`src/rtl/multicycle_control_fsm.sv`:
```
// Control FSM for the multicycle RV32I core: sequences IF/ID/EX/MEM/WB/HALT and
// drives the ALU op, operand selects and datapath write enables each cycle.
module multicycle_control_fsm (
    input  logic       clk,
    input  logic       reset,
    input  logic [6:0] opcode,
    input  logic [2:0] funct3,
    input  logic       funct7_5,
    input  logic       alu_bcond,
    input  logic       mem_ready,
    output logic [3:0] alu_op,
    output logic [1:0] alu_src_a,
    output logic [1:0] alu_src_b,
    output logic       i_or_d,
    output logic       mem_read,
    output logic       mem_write,
    output logic       ir_write,
    output logic       pc_write,
    output logic       pc_source,
    output logic       reg_write,
    output logic [1:0] wb_sel,
    output logic       is_halted
);

    localparam logic [3:0] OP_ADD = 4'd0;
    localparam logic [3:0] OP_SUB = 4'd1;
    localparam logic [3:0] OP_XOR = 4'd2;
    localparam logic [3:0] OP_OR  = 4'd3;
    localparam logic [3:0] OP_AND = 4'd4;
    localparam logic [3:0] OP_SLL = 4'd5;
    localparam logic [3:0] OP_SRL = 4'd6;
    localparam logic [3:0] OP_BEQ = 4'd7;
    localparam logic [3:0] OP_BNE = 4'd8;
    localparam logic [3:0] OP_BLT = 4'd9;
    localparam logic [3:0] OP_BGE = 4'd10;
    localparam logic [3:0] OP_ECA = 4'd11;

    localparam logic [6:0] OPC_R      = 7'b0110011;
    localparam logic [6:0] OPC_I      = 7'b0010011;
    localparam logic [6:0] OPC_LOAD   = 7'b0000011;
    localparam logic [6:0] OPC_STORE  = 7'b0100011;
    localparam logic [6:0] OPC_BRANCH = 7'b1100011;
    localparam logic [6:0] OPC_JAL    = 7'b1101111;
    localparam logic [6:0] OPC_JALR   = 7'b1100111;
    localparam logic [6:0] OPC_ECALL  = 7'b1110011;

    localparam logic [1:0] SRC_A_PC     = 2'd0;
    localparam logic [1:0] SRC_A_OLD_PC = 2'd1;
    localparam logic [1:0] SRC_A_REG    = 2'd2;
    localparam logic [1:0] SRC_B_REG    = 2'd0;
    localparam logic [1:0] SRC_B_IMM    = 2'd1;
    localparam logic [1:0] SRC_B_FOUR   = 2'd2;
    localparam logic [1:0] WB_ALU       = 2'd0;
    localparam logic [1:0] WB_ALUOUT    = 2'd1;
    localparam logic [1:0] WB_MDR       = 2'd2;

    typedef enum logic [2:0] {
        ST_IF, ST_ID, ST_EX, ST_MEM, ST_WB, ST_HALT
    } state_t;

    typedef enum logic [3:0] {
        CL_R, CL_I, CL_LOAD, CL_STORE, CL_BRANCH, CL_JAL, CL_JALR, CL_ECALL, CL_NONE
    } iclass_t;

    state_t  state_reg;
    state_t  state_next;
    iclass_t iclass;
    logic [3:0] arith_op;
    logic [3:0] branch_op;
    logic       branch_valid;

    always_ff @(posedge clk or negedge reset) begin
        if (!reset)
            state_reg <= ST_IF;
        else
            state_reg <= state_next;
    end

    always_comb begin
        iclass = CL_NONE;
        case (opcode)
            OPC_R:      iclass = CL_R;
            OPC_I:      iclass = CL_I;
            OPC_LOAD:   iclass = CL_LOAD;
            OPC_STORE:  iclass = CL_STORE;
            OPC_BRANCH: iclass = CL_BRANCH;
            OPC_JAL:    iclass = CL_JAL;
            OPC_JALR:   iclass = CL_JALR;
            OPC_ECALL:  iclass = CL_ECALL;
            default:    iclass = CL_NONE;
        endcase
    end

    // funct7_5 selects SUB only for register-register ops; SRAI/SRA fall back to SRL.
    always_comb begin
        arith_op = OP_ADD;
        case (funct3)
            3'b000:  arith_op = (iclass == CL_R && funct7_5) ? OP_SUB : OP_ADD;
            3'b001:  arith_op = OP_SLL;
            3'b100:  arith_op = OP_XOR;
            3'b101:  arith_op = OP_SRL;
            3'b110:  arith_op = OP_OR;
            3'b111:  arith_op = OP_AND;
            default: arith_op = OP_ADD;
        endcase
    end

    // Unsupported branch kinds never redirect the PC, whatever alu_bcond says.
    always_comb begin
        branch_op    = OP_ADD;
        branch_valid = 1'b1;
        case (funct3)
            3'b000:  branch_op = OP_BEQ;
            3'b001:  branch_op = OP_BNE;
            3'b100:  branch_op = OP_BLT;
            3'b101:  branch_op = OP_BGE;
            default: branch_valid = 1'b0;
        endcase
    end

    always_comb begin
        state_next = state_reg;
        alu_op     = OP_ADD;
        alu_src_a  = SRC_A_PC;
        alu_src_b  = SRC_B_REG;
        i_or_d     = 1'b0;
        mem_read   = 1'b0;
        mem_write  = 1'b0;
        ir_write   = 1'b0;
        pc_write   = 1'b0;
        pc_source  = 1'b0;
        reg_write  = 1'b0;
        wb_sel     = WB_ALU;
        is_halted  = 1'b0;

        case (state_reg)
            ST_IF: begin
                mem_read  = 1'b1;
                alu_src_a = SRC_A_PC;
                alu_src_b = SRC_B_FOUR;
                if (mem_ready) begin
                    ir_write   = 1'b1;
                    pc_write   = 1'b1;
                    state_next = ST_ID;
                end
            end

            ST_ID: begin
                alu_src_a  = SRC_A_OLD_PC;
                alu_src_b  = SRC_B_IMM;
                state_next = (iclass == CL_NONE) ? ST_IF : ST_EX;
            end

            ST_EX: begin
                state_next = ST_IF;
                case (iclass)
                    CL_R: begin
                        alu_src_a  = SRC_A_REG;
                        alu_src_b  = SRC_B_REG;
                        alu_op     = arith_op;
                        state_next = ST_WB;
                    end
                    CL_I: begin
                        alu_src_a  = SRC_A_REG;
                        alu_src_b  = SRC_B_IMM;
                        alu_op     = arith_op;
                        state_next = ST_WB;
                    end
                    CL_LOAD, CL_STORE: begin
                        alu_src_a  = SRC_A_REG;
                        alu_src_b  = SRC_B_IMM;
                        state_next = ST_MEM;
                    end
                    CL_BRANCH: begin
                        alu_src_a = SRC_A_REG;
                        alu_src_b = SRC_B_REG;
                        alu_op    = branch_op;
                        if (alu_bcond && branch_valid) begin
                            pc_write  = 1'b1;
                            pc_source = 1'b1;
                        end
                    end
                    CL_JAL: begin
                        alu_src_a = SRC_A_OLD_PC;
                        alu_src_b = SRC_B_FOUR;
                        reg_write = 1'b1;
                        wb_sel    = WB_ALU;
                        pc_write  = 1'b1;
                        pc_source = 1'b1;
                    end
                    CL_JALR: begin
                        alu_src_a  = SRC_A_OLD_PC;
                        alu_src_b  = SRC_B_FOUR;
                        state_next = ST_WB;
                    end
                    CL_ECALL: begin
                        alu_src_a  = SRC_A_REG;
                        alu_op     = OP_ECA;
                        state_next = alu_bcond ? ST_HALT : ST_IF;
                    end
                    default: state_next = ST_IF;
                endcase
            end

            ST_MEM: begin
                i_or_d     = 1'b1;
                state_next = ST_IF;
                if (iclass == CL_LOAD) begin
                    mem_read   = 1'b1;
                    state_next = mem_ready ? ST_WB : ST_MEM;
                end else if (iclass == CL_STORE) begin
                    mem_write  = 1'b1;
                    state_next = mem_ready ? ST_IF : ST_MEM;
                end
            end

            ST_WB: begin
                state_next = ST_IF;
                case (iclass)
                    CL_R, CL_I: begin
                        reg_write = 1'b1;
                        wb_sel    = WB_ALUOUT;
                    end
                    CL_LOAD: begin
                        reg_write = 1'b1;
                        wb_sel    = WB_MDR;
                    end
                    CL_JALR: begin
                        // Link value already sits in ALUOut; the ALU computes the jump target.
                        reg_write = 1'b1;
                        wb_sel    = WB_ALUOUT;
                        alu_src_a = SRC_A_REG;
                        alu_src_b = SRC_B_IMM;
                        pc_write  = 1'b1;
                        pc_source = 1'b0;
                    end
                    default: ;
                endcase
            end

            ST_HALT: begin
                is_halted  = 1'b1;
                state_next = ST_HALT;
            end

            default: state_next = ST_IF;
        endcase

        // Reset is asynchronous, so the enables must drop combinationally too.
        if (!reset) begin
            mem_read  = 1'b0;
            mem_write = 1'b0;
            ir_write  = 1'b0;
            pc_write  = 1'b0;
            reg_write = 1'b0;
            is_halted = 1'b0;
        end
    end

endmodule

```
`config.mk`:
```
export PLATFORM = sky130hd
export DESIGN_NAME = multicycle_control_fsm
export DESIGN_NICKNAME = d
export VERILOG_FILES = /design/src/rtl/multicycle_control_fsm.sv
export SDC_FILE = /design/constraint.sdc
export NUM_CORES = 1
export LEC_CHECK = 0
export ABC_AREA = 1
export CAP_MARGIN = 20
export CORE_UTILIZATION = 36
export DETAILED_ROUTE_END_ITERATION = 10
export PLACE_DENSITY = 0.81
export SLEW_MARGIN = 30
export SYNTH_ARGS = -nofsm -noshare
export SYNTH_HDL_FRONTEND = slang
export SYNTH_SLANG_ARGS = --single-unit
export TNS_END_PERCENT = 30
```
`constraint.sdc`:
```
create_clock -name clk -period 1.38 [get_ports clk]
set_input_delay 0.276 -clock clk [delete_from_list [all_inputs] [get_ports clk]]
set_output_delay 0.276 -clock clk [all_outputs]
set_load 0.03 [all_outputs]
```
==> flow_summary.toml, run 1 <==
[status]
status = "complete, but fails checks"
failed_checks = "negative setup slack"

[critical_path]
cp_slowest_cell = "clkdlybuf4s15_2"
cp-startpoint = "opcode[5]"
critical_path_class = "primary input to output pin"
crit_path_max_fanout = 5
crit_end = "reg_write"
r2r-end = "state_reg[0]$_DFFE_PN0P_"
cp.arrival_ns = 1.57
rrSetupSlack_ns = -0.26
r2r_start = "state_reg[1]$_DFFE_PN0P_"
worst_setup_path_end_kind = "output pin"
cp-start-kind = "primary input"
cp_data_required_time_ns = 1.10
worst_r2r_path_depth = 9
crit_chain = "clkdlybuf4s15_2, inv_1, nand3_2, a21oi_4, nor2_1, nand2_1, nand2_1, a21oi_4, buf_6"
slowest_delay_ns = 0.24

[cts]
cts_hold_buf = 0
cts_max_path_buffers = 2
htreeDepth = 1
cts-buffers-inserted = 3
cts_tree = "yes"
cts.sinks = 3
root_buffer = "clkbuf_4"
clk_pin_slew_ns = 0.04
insertion_delay_ns = 0.24

[synthesis]
syn_inst = 131
synth_top_family_by_area = "simple AND/OR/NAND/NOR gates"
synth_nets = 146
synth_simple_gate_area_share_pct = 54.8
ys_seq_area_share_pct = 11.1
synth_area_um2 = 676
yosys_warnings = 0
synth.avg_cell_area_um2 = 5.16
synth_xor_area_share_pct = 0
muxShareOfSynthArea_pct = 0
synth-seq-cells = 3
synth-compound-area-share_pct = 18.9
synth.distinct_cells = 21
yosys.area_share.adder_pct = 0

[detailed_routing]
drtIter0Drc = 89
drcViolationCount = 0
vias = 1287
drt-pass1-iter-count = 4
viasPerCell = 5.55
wire_per_inst_um = 14.9
routed_wl_um = 3450
drt.antenna.violating_nets = 0

[cells_and_area]
layout-drive-gt1-share_pct = 53.1
largest_register_ff_count = 3
finalNetCount = 223
num_antenna_cells = 0
fin_area_mm2 = 0.00155
final.fill_count = 82
area_growth_pct = 129
fin_cells = 232

[global_route]
top_usage_layer = "met2"
grt_max_degree = 8
use_met1_pct = 41.0
grt_usage_pct = 32.6
grt_overflow = 0
grt_antenna_before_repair = 0
use_met3_pct = 2.00
first_global_vias = 1093
grt_first_pass_wirelength_um = 4910
met2_usage_pct = 59.1

[worst_hold_path]
min_path_type = "primary input to async pin"

[floorplan]
core_mm2 = 0.00175
num_rows = 15
die_area_mm2 = 0.00205
start_util_pct = 38.7
top_level_ports = 33
die_x_um = 45.3
fp.dieH_um = 45.3

[sta]
setup_viol = 21
relSlewSlack_pct = 80.9
hold_violations = 0
min_period_ns = 1.85
rsz0062_at_grt = "yes"
finClkSkew_ns = 0.00755
setup_tns_ns = -7.02
fin_crit_sh_pct = 134
setup_slack_ns = -0.467
worst_slew_pin_slew_ns = 0.285
report.final.slew_viol_count = 0
max_freq_mhz = 541

[job]
drv_cap = 0

[place]
placedCellCount = 222
routabilityCongestion = 0.862
io_buffers = 32
place_area_mm2 = 0.00133
place_ws_ns = -0.701
dpl.hpwl_um = 2120

[power]
cellPowerDensity_mw_per_mm2 = 727
p_leak_nw = 0.755
vdd_ir_drop_max_v = 0.00109
[logic make-up (layout without fill, tap and decap cells)]
group | Yosys count | after routing
buf+inv | 27 | 103
simple gates | 78 | 78
compound gates | 23 | 23
flops | 3 | 3
[critical path: cells and delay by family]
kind / cells / cell delay (ns)
buffers and inverters: 3 / 0.51
and+or+nand+nor: 4 / 0.39
AOI/OAI and AO/OA: 2 / 0.40
[synthesized netlist by cell type, drive strengths merged]
master   n  area (um2)
buf      1        5.00
a21boi   1        7.51
a21oi    8        43.8
dfrtp    3        75.1
a31oi    2        12.5
nand2   24        92.6
nor3     6        40.0
o21ai   12        63.8
nand3   23         125
nor2    24         105
inv     26        97.6
nand3b   1        7.51
[report_power, final]
part           switching [mW]  total, mW  internal (mW)
registers              0.0313      0.139          0.108
logic                   0.475      0.822          0.347
clock network          0.0565      0.166          0.109
total                   0.563       1.13          0.563
[worst min path at each step]
stage,startpoint,endpoint,depth (start not counted)
floorplan,reset,state_reg[0]$_DFFE_PN0P_,0
global placement,reset,state_reg[1]$_DFFE_PN0P_,1
detailed placement,reset,state_reg[1]$_DFFE_PN0P_,1
CTS,reset,state_reg[1]$_DFFE_PN0P_,1
global route,reset,state_reg[1]$_DFFE_PN0P_,1
finish,reset,state_reg[1]$_DFFE_PN0P_,1
[routing by layer]
metal  vias to the layer above  part of all wire, %
met3                        28                  6.7
met2                        94                   50
met4                         0                  5.1
met5                         -                    0
met1                       583                   38
li1                        582                    -
[through the flow]
step,utilization [%],hold WS (ns),power (mW)
global route,88.7,0.0127,1.17
global placement,76.2,0.513,0.780
finish,88.7,0.00492,1.13
CTS,83.9,0.00223,1.01
detailed placement,76.2,0.513,0.802
floorplan,-,-0.0196,0.484
[what timing repair did]
action	4_1_cts	5_1_grt
gates resized for setup	51	19
buffers inserted	3	3
setup endpoints to repair	21	21
pin swaps	17	11
hold endpoints to repair	0	0
[layout make-up]
type	instances	area (um2)	share of cell area, %
clock buffer	4	26.3	1.70
inverter	26	100	6.46
multi-input combinational	101	691	44.6
sequential	3	77.6	5.01
tap	25	31.3	2.02
timing repair buffer	73	623	40.2
[cell usage in the layout (no fill, tap or decap)]
cell / n
nor3_2: 2
nand2_2: 3
clkbuf_4: 3
nand3b_1: 1
a21boi_1: 1
nor2_4: 8
nand2_1: 20
a21oi_4: 3
inv_1: 19
buf_2: 3
clkbuf_1: 1
o21ai_4: 1
clkdlybuf4s15_2: 2
o21ai_2: 2
dlygate4sd2_1: 6
a21oi_2: 2
nand2_8: 1
nand3_2: 5
nor3_1: 2
nor2_2: 2
nand3_4: 2
buf_6: 16
o21ai_1: 3
nand3_1: 16
o21ai_0: 6
nor3_4: 2
nor2_1: 14
a31oi_2: 1
inv_2: 6
a21oi_1: 3
dfrtp_1: 1
dfrtp_2: 2
a31oi_1: 1
inv_4: 1
buf_4: 43
clkdlybuf4s50_1: 3
(Power assumes the default switching activity.)
==> run 2: changes to the inputs <==
--- a/config.mk
+++ b/config.mk
@@ -10,6 +10,7 @@
 export CORE_UTILIZATION = 36
 export DETAILED_ROUTE_END_ITERATION = 10
 export PLACE_DENSITY = 0.81
+export SKIP_LAST_GASP = 1
 export SLEW_MARGIN = 30
 export SYNTH_ARGS = -nofsm -noshare
 export SYNTH_HDL_FRONTEND = slang
==> flow_summary.toml, run 2 (synthesis gave the netlist of run 1 again) <==
[status]
status = "complete, but fails checks"
failed_checks = "negative setup slack"

[floorplan]
num_rows = 15
die_area_mm2 = 0.00205
start_util_pct = 38.7
core_mm2 = 0.00175
die_x_um = 45.3
fp.dieH_um = 45.3
top_level_ports = 33

[power]
cellPowerDensity_mw_per_mm2 = 703
power_switching_mw = 0.537
finalPower_mw = 1.06
intPower_mw = 0.527
combPwrFrac_pct = 72.7
seq_power_share_pct = 12.2
p_leak_nw = 0.758
p_clk_share_pct = 15.2
switching_share_pct = 50.5
vdd_ir_drop_max_v = 0.000701

[detailed_routing]
wire_per_inst_um = 15.6
wl_met1_um = 1390
drcViolationCount = 0
viasPerCell = 5.58
drt.antenna.violating_nets = 0
met2WireLength_um = 1780
vias = 1295
routed.top_layer = "met4"
drtIter0Drc = 80
drt-pass1-iter-count = 5
met3_wirelength_um = 295
routed_wl_um = 3630

[cells_and_area]
regArea_um2 = 76.3
fin_cells = 232
finalNetCount = 223
largest_register_ff_count = 3
most-common-layout-cells = "buf_4, nand2_1, inv_1"
layout-drive-gt1-share_pct = 53.1
final.fill_count = 97
area_growth_pct = 124
multi_input_area_um2 = 673
num_antenna_cells = 0
final_common_cell = "buf_4"
utilization_pct = 86.7

[cts]
clk_pin_slew_ns = 0.04
insertion_delay_ns = 0.24
htreeDepth = 1
cts_tree = "yes"
cts.sinks = 3
cts_hold_buf = 0
cts_max_path_buffers = 2
cts-buffers-inserted = 3
root_buffer = "clkbuf_4"

[sta]
rsz0062_at_grt = "yes"
min_period_ns = 1.89
max_freq_mhz = 529
relSlewSlack_pct = 78.9
setup_slack_ns = -0.511
report.final.slew_viol_count = 0
whs_ns = 0.275
hold_violations = 0
setup_viol = 21
fin_crit_sh_pct = 137
worst_slew_pin_slew_ns = 0.315
finClkSkew_ns = 0.00472

[place]
place_ws_ns = -0.701
dpl.hpwl_um = 2120
io_buffers = 32
routabilityCongestion = 0.862
placedCellCount = 222

[worst_hold_path]
min_path_type = "primary input to async pin"

[critical_path]
rrSetupSlack_ns = -0.22
worst_r2r_path_depth = 9
crit_path_max_fanout = 4
critical_path_class = "flop to output pin"
cp.arrival_ns = 1.61
cp_data_required_time_ns = 1.10
cp-start-kind = "flop"
worst_setup_path_end_kind = "output pin"

[global_route]
grt_antenna_before_repair = 0
grt_max_degree = 8
grt_first_pass_wirelength_um = 4970
first_global_vias = 1126
grt_overflow = 0
grt_usage_pct = 33.2

[job]
drv_cap = 0
[run 2: what timing repair did]
action                     4_1_cts  5_1_grt
pin swaps                       15        6
resized for setup               40       19
setup endpoints to repair       21       20
setup buffers                    3        3
[run 2: metrics by stage]
stage | area, um2 | TNS (ns)
finish | 1510 | -7.44
CTS | 1430 | -6.47
detailed placement | 1330 | -11.00
global route | 1510 | -8.53
global placement | 1330 | -10.22
floorplan | 768 | -1.30
[run 2: cell type report]
class                   count  share of cell area, %
repair buffers             73                   40.2
flip-flops and latches      3                   5.05
well taps                  25                   2.07
inverters                  26                   6.45
clock buffers               4                   1.74
multi-input cells         101                   44.5
[run 2: worst max-delay path: stages (launching register included)]
cell	delay [ns]
dfrtp_2	0.43
buf_4	0.17
nor3_1	0.31
buf_4	0.19
a21oi_1	0.05
nand3_1	0.07
buf_4	0.16
[run 2: routing by layer]
metal / GRT usage [%] / vias to the layer above
li1: - / 579
met1: 40.0 / 584
met2: 60.6 / 111
met3: 2.40 / 21
met4: 12.7 / 0
met5: 0 / -
[run 2: final timing paths]
kind	startpoint	endpoint
worst max-delay path	state_reg[2]$_DFFE_PN0P_	alu_src_b[0]
max in group asynchronous	reset	state_reg[0]$_DFFE_PN0P_
worst min register to register	state_reg[1]$_DFFE_PN0P_	state_reg[1]$_DFFE_PN0P_
worst min-delay path	reset	state_reg[1]$_DFFE_PN0P_
min in group clk	opcode[6]	state_reg[2]$_DFFE_PN0P_
worst max register to register	state_reg[0]$_DFFE_PN0P_	state_reg[0]$_DFFE_PN0P_
[run 2: power by group through the flow]
| stage | clock network (mW) | registers, mW | logic [mW] |
|---|---|---|---|
| 6_report | 0.162 | 0.129 | 0.773 |
| 5_1_grt | 0.170 | 0.129 | 0.807 |
| 4_1_cts | 0.154 | 0.123 | 0.709 |
| 3_5_place_dp | 0 | 0.125 | 0.677 |
| 3_3_place_gp | 0 | 0.120 | 0.660 |
| 2_1_floorplan | 0 | 0.123 | 0.361 |
